$ cat config.mk
export PLATFORM = sky130hd
export DESIGN_NAME = ecc_p1_rdout
export DESIGN_NICKNAME = d
export VERILOG_FILES = /design/src/rtl/ecc_pkg.sv /design/src/rtl/ecc_word_addsub.sv /design/src/rtl/ecc_p1_rdout.sv
export SDC_FILE = /design/constraint.sdc
export NUM_CORES = 2
export LEC_CHECK = 0
export BUFFER_PORTS_ARGS = -buffer_cell sky130_fd_sc_hd__buf_4
export CORE_AREA = 8 8 407 409
export DETAILED_ROUTE_END_ITERATION = 8
export DIE_AREA = 0 0 415 417
export PLACE_DENSITY = 0.63
export SYNTH_ARGS = -nofsm -noshare
export SYNTH_HDL_FRONTEND = slang
export SYNTH_SLANG_ARGS = --single-unit
$ cat constraint.sdc
create_clock -name clk -period 14.8 [get_ports clk]
set_input_delay 0.74 -clock clk [delete_from_list [all_inputs] [get_ports clk]]
set_output_delay 0.74 -clock clk [all_outputs]
set_load 0.005 [all_outputs]
$ cat src/rtl/ecc_pkg.sv
// Shared constants and types for the P1 point read-out engine.
// Word geometry, default field prime and the read-out FSM encoding.
package ecc_pkg;

    localparam int WORD_W = 32;
    localparam int PT_W   = 256;
    localparam int NWORDS = PT_W / WORD_W;

    localparam logic [PT_W-1:0] P_MOD_DEFAULT =
        256'hffffffff00000001000000000000000000000000ffffffffffffffffffffffff;

    typedef logic [NWORDS-1:0][WORD_W-1:0] word_vec_t;

    typedef enum logic [2:0] {
        IDLE  = 3'd0,
        SUB_X = 3'd1,
        OUT_X = 3'd2,
        SUB_Y = 3'd3,
        OUT_Y = 3'd4,
        DONE  = 3'd5
    } rd_state_e;

endpackage

$ cat src/rtl/ecc_word_addsub.sv
// One word of a multi-word add or subtract; cout is the carry (add) or borrow (sub) out.
module ecc_word_addsub
    import ecc_pkg::*;
(
    input  logic [WORD_W-1:0] a,
    input  logic [WORD_W-1:0] b,
    input  logic              sub,
    input  logic              cin,
    output logic [WORD_W-1:0] res,
    output logic              cout
);

    logic [WORD_W:0] ext;

    // Zero-extended subtract sets the top bit exactly when a < b + cin.
    always_comb begin
        ext = '0;
        if (sub) begin
            ext = {1'b0, a} - {1'b0, b} - {{WORD_W{1'b0}}, cin};
        end else begin
            ext = {1'b0, a} + {1'b0, b} + {{WORD_W{1'b0}}, cin};
        end
    end

    assign res  = ext[WORD_W-1:0];
    assign cout = ext[WORD_W];

endmodule

$ cat src/rtl/ecc_p1_rdout.sv
// P1 read-out engine: snapshots (xp,xn,yp,yn), reduces x then y word-serially and streams 16 words.
// Build option ECC_RDOUT_PARITY_EN adds a registered even-parity output out_par.
module ecc_p1_rdout
    import ecc_pkg::*;
#(
    parameter logic [PT_W-1:0] P_MOD = P_MOD_DEFAULT
) (
    input  logic              clk,
    input  logic              rst_n,
    input  logic              rd_start,
    input  logic [PT_W-1:0]   ecp1_xp,
    input  logic [PT_W-1:0]   ecp1_xn,
    input  logic [PT_W-1:0]   ecp1_yp,
    input  logic [PT_W-1:0]   ecp1_yn,
    output logic              rd_busy,
    output logic              rd_done,
    output logic              out_valid,
    input  logic              out_ready,
    output logic [WORD_W-1:0] out_data,
    output logic [3:0]        out_idx,
    output logic              out_last
`ifdef ECC_RDOUT_PARITY_EN
    ,
    output logic              out_par
`endif
);

    // Output port: a beat transfers on a rising edge where out_valid & out_ready;
    // while out_valid is high and out_ready low, every out_* register holds its value.

    localparam word_vec_t P_WORDS = P_MOD;

    rd_state_e state, state_nxt;

    word_vec_t snap_xp, snap_xn, snap_yp, snap_yn;
    word_vec_t rbuf;
    logic [2:0] wcnt;
    logic       phase;
    logic       neg;
    logic       cy;

    logic sub_step, load, last_hs;

    logic [WORD_W-1:0] as_a, as_b, as_res;
    logic              as_sub, as_cin, as_cout;

    always_ff @(posedge clk or negedge rst_n) begin
        if (!rst_n) begin
            state <= IDLE;
        end else begin
            state <= state_nxt;
        end
    end

    always_comb begin
        state_nxt = state;
        sub_step  = 1'b0;
        load      = 1'b0;
        last_hs   = 1'b0;
        case (state)
            IDLE: begin
                if (rd_start) state_nxt = SUB_X;
            end
            SUB_X, SUB_Y: begin
                sub_step = 1'b1;
                if (wcnt == 3'd7) state_nxt = (state == SUB_X) ? OUT_X : OUT_Y;
            end
            OUT_X, OUT_Y: begin
                last_hs = out_valid & out_ready & (out_idx[2:0] == 3'd7);
                // Empty register on entry, or the current beat leaves and it was not word 7.
                load    = !out_valid | (out_ready & (out_idx[2:0] != 3'd7));
                if (last_hs) state_nxt = (state == OUT_X) ? SUB_Y : DONE;
            end
            DONE: begin
                state_nxt = IDLE;
            end
            default: begin
                state_nxt = IDLE;
            end
        endcase
    end

    assign rd_busy = (state != IDLE) && (state != DONE);
    assign rd_done = (state == DONE);

    // The single adder subtracts the snapshot in SUB and adds the prime correction in OUT.
    always_comb begin
        as_sub = sub_step;
        as_cin = (wcnt == 3'd0) ? 1'b0 : cy;
        as_a   = '0;
        as_b   = '0;
        if (sub_step) begin
            as_a = phase ? snap_yp[wcnt] : snap_xp[wcnt];
            as_b = phase ? snap_yn[wcnt] : snap_xn[wcnt];
        end else begin
            as_a = rbuf[wcnt];
            as_b = neg ? P_WORDS[wcnt] : '0;
        end
    end

    ecc_word_addsub u_addsub (
        .a    (as_a),
        .b    (as_b),
        .sub  (as_sub),
        .cin  (as_cin),
        .res  (as_res),
        .cout (as_cout)
    );

    always_ff @(posedge clk or negedge rst_n) begin
        if (!rst_n) begin
            snap_xp   <= '0;
            snap_xn   <= '0;
            snap_yp   <= '0;
            snap_yn   <= '0;
            rbuf      <= '0;
            wcnt      <= '0;
            phase     <= 1'b0;
            neg       <= 1'b0;
            cy        <= 1'b0;
            out_valid <= 1'b0;
            out_data  <= '0;
            out_idx   <= '0;
            out_last  <= 1'b0;
        end else begin
            if (state == IDLE && rd_start) begin
                snap_xp <= ecp1_xp;
                snap_xn <= ecp1_xn;
                snap_yp <= ecp1_yp;
                snap_yn <= ecp1_yn;
                wcnt    <= '0;
                phase   <= 1'b0;
                neg     <= 1'b0;
                cy      <= 1'b0;
            end
            if (sub_step) begin
                rbuf[wcnt] <= as_res;
                cy         <= as_cout;
                wcnt       <= wcnt + 3'd1;
                if (wcnt == 3'd7) neg <= as_cout;
            end
            if (load) begin
                out_valid <= 1'b1;
                out_data  <= as_res;
                out_idx   <= {phase, wcnt};
                out_last  <= phase & (wcnt == 3'd7);
                cy        <= as_cout;
                wcnt      <= wcnt + 3'd1;
            end else if (last_hs) begin
                out_valid <= 1'b0;
                out_last  <= 1'b0;
                if (state == OUT_X) phase <= 1'b1;
            end
        end
    end

`ifdef ECC_RDOUT_PARITY_EN
    always_ff @(posedge clk or negedge rst_n) begin
        if (!rst_n) begin
            out_par <= 1'b0;
        end else if (load) begin
            out_par <= ^as_res;
        end
    end
`endif

endmodule

==> reports/metrics.cfg <==
[setup_path]
slowest_stage = dfrtp_4
critical_path_peak_fanout = 44
worst_path_largest_cell_delay_ps = 1080
arrival_ps = 8520
start_kind = register
path_cells = buf_4 -> buf_4 -> mux4_2 -> mux2i_1 -> o22ai_1 -> a31oi_1 -> fa_1 -> inv_1 -> fa_1 -> nor2b_1 -> o221ai_1 -> a21o_1 -> o21ai_0 -> a31oi_1 -> o21bai_1 -> xnor2_1 -> a21oi_1 -> o21ai_0
timing.critical_path.required_ps = 15400
endpoint_kind = register
path_type_of_the_worst_setup_path = reg2reg

[synth]
synth.yosys.seq_area_share_pct = 52.1
post_synth_fa_ha_maj_area_fraction_pct = 1.99
synth_cell_type_count = 70
yosysTopAreaCellShare_pct = 52.1
synthesis.nets = 7911
combinational_family_with_the_most_area_after_synthesis = simple AND/OR/NAND/NOR gates
synth_flop_cell = dfrtp_1
synth.yosys.warnings = 0
yosys_register_bits = 1327
synth-simple-area-share_pct = 22.2
syn_avg_cell_area_um2 = 9.39
muxShareOfSynthArea_pct = 13.9
asyncSetResetFlopFracSynth_pct = 100
post_synth_instance_area_um2 = 63700
synth.largest_area_cell = dfrtp_1
xor_xnor_share_of_the_synthesized_area_pct = 0.741
synth_enable_flop_cells = 0
synth_area_leaders = dfrtp_1, nand2_1, mux4_2, o21ai_0, clkbuf_1
number_of_instances_in_the_synthesized_netlist = 6784
synth_compound_area_share_pct = 5.85

[detailed_routing]
post-route-drc-count = 0
avgRoutedWirePerCell_um = 26.6
dr.first_iter.drc_count = 5717
via_per_inst = 5.43
ant_nets = 0
first_pass_iters = 7
dr_total_vias = 53673
finalWirelength_um = 262000

[floorplan]
fp.coreArea_um2 = 159000
die_area_um2 = 173000
die_h_um = 417
die-width_um = 415
top_level_ports = 1068
number_of_placement_rows = 147
initial_utilization_pct = 40.0

[grt]
antenna_found_initial = 41
wire_length_of_the_first_global_routing_pass_um = 379000
vias_in_the_first_global_route = 54295
grtUsageTotal_pct = 29.5
globalRouteOverflowTotal = 0
grt_max_degree = 221

[sta]
min_period_ps = 7920
setup_tns_final_ps = 0
final.setup_skew_ps = 49.2
fin_crit_sh_pct = 53.5
timing_worst_slew_pin_value_ps = 1220
final_hold_viols = 0
slew_headroom_pct = 18.9
final_max_slew_viol_count = 0
grt_setup_unrepaired = no
finalSetupViolCount = 0
max_freq_mhz = 126

[cells_and_area]
num-fill-cells = 14887
multiInputGateArea_um2 = 28500
seqCellArea_um2 = 33200
area_growth_syn_to_layout_pct = 23.1
layout.cells.most_common_list = nand2_1, dfrtp_1, buf_4
finish.utilization_pct = 49.2
nets = 8776
ratio_of_cells_with_drive_above_1_in_the_final_layout_pct = 22.7
layout_commonest_cell = nand2_1

[placement]
globalplace.congestion = 0.948
detailed_placement_hpwl_um = 198000
io_buffers = 1067

[clock_tree]
cts-buffers-inserted = 147
clkSlewWorstSetupHoldPaths_ps = 60
tritoncts_clock_tree = built
htree_levels = 4
cts_sinks = 1327
cts-root-to-sink-buffers = 3
clock_insertion_delay_worst_skew_ps = 790
cts_root_buf = clkbuf_16
post_cts.resized_instances = 0

[outcome]
outcome = finished clean

[power_and_ir_drop]
power.total_mw = 22.8
ir_drop_v = 0.000322
static_leakage_nw = 39.7
pwr_density_cell_nw_per_um2 = 291

[min_path]
worstHoldPathType = in2reg

[run]
drv.max_cap_violation_count = 0

-- layer usage --
metal | part of all wire, % | vias to the layer above | track usage [%]
li1 | - | 23952 | -
met1 | 40 | 26968 | 37.8
met2 | 47 | 2303 | 47.7
met3 | 7.7 | 436 | 6.61
met4 | 5.2 | 14 | 13.7
met5 | 0.035 | - | 0.778
-- critical path: cells and delay by family, from the launching register on --
| kind | cells | cell delay [ps] |
|---|---|---|
| compound gates | 9 | 2720 |
| buf+inv | 3 | 1690 |
| mux | 2 | 1100 |
| flops | 1 | 1080 |
| fa+ha+maj | 2 | 730 |
| simple gates | 1 | 160 |
| xor+xnor | 1 | 140 |
-- sequential cells by signal, summed over array words and instances, names as in the netlist, 3 cells and up --
register,flops
snap_xp,256
out_idx,4
rbuf,256
snap_yp,256
out_data,32
snap_xn,256
state,3
wcnt,3
snap_yn,256
-- area by class of cell --
class	count	share of cell area [%]
clock buffer	220	5.54
clock inverter	40	0.721
antenna	31	0.0990
tap	2086	3.33
timing repair buffer	1141	11.1
sequential	1327	42.4
multi-input combinational	4920	36.3
inverter	112	0.536
-- Yosys cell counts, types with 13 or more instances --
| library cell | count |
|---|---|
| xor2_1 | 14 |
| buf_1 | 55 |
| inv_1 | 111 |
| dfrtp_1 | 1327 |
| clkbuf_1 | 341 |
| o21a_1 | 32 |
| nor2b_1 | 13 |
| xnor2_1 | 38 |
| or3_1 | 13 |
| nor2_1 | 144 |
| mux4_2 | 342 |
| nand2_1 | 3420 |
| a21oi_1 | 121 |
| o21ai_1 | 20 |
| o21ai_0 | 304 |
| mux2_2 | 32 |
| ha_1 | 95 |
| o21bai_1 | 13 |
| nor3_1 | 23 |
| nand2b_1 | 18 |
| buf_2 | 26 |
| nand3_1 | 26 |
| mux2i_1 | 73 |
| a21o_1 | 18 |
-- path summary, 6_finish.rpt --
path	cells after the start	to	startpoint	slack, ps
worst max-delay path	18	rbuf[152]	wcnt[1]	6880
worst min-delay path	3	snap_yn[57]	ecp1_yn[57]	140
worst max register to register	18	rbuf[152]	wcnt[1]	6880
worst min register to register	2	snap_xn[238]	snap_xn[238]	470
max in group asynchronous	5	snap_yp[109]	rst_n	10890
min in group asynchronous	2	snap_xn[212]	rst_n	640
-- report_power, final --
part / internal, mW / switching [mW]
clock network: 2.16 / 1.60
logic: 4.46 / 8.19
registers: 5.32 / 1.09
-- cells by family (layout without fill, tap and decap cells) --
logic type	Yosys count	in the layout
xor+xnor	53	53
flops	1327	1327
mux	450	450
fa+ha+maj	99	99
other cells	0	31
simple gates	3691	3691
buf+inv	537	1513
compound gates	627	627
-- stage by stage --
stage	worst slack (ps)	std cells	hold WS [ps]	instance area, um^2
after floorplan	9420	6784	438	63700
after global placement	7000	9585	452	73400
after detailed placement	6850	9585	457	73400
after CTS	6810	9846	88.5	78300
after global routing	6260	9867	111	78400
final	6880	9877	140	78400
-- repair_timing --
| action | 4_1_cts | 5_1_grt |
|---|---|---|
| hold buffers | 1 | 0 |
| hold endpoints to repair | 15 | 0 |
| buffers inserted | 0 | 0 |
No activity file was read; power rests on OpenSTA's default activity.
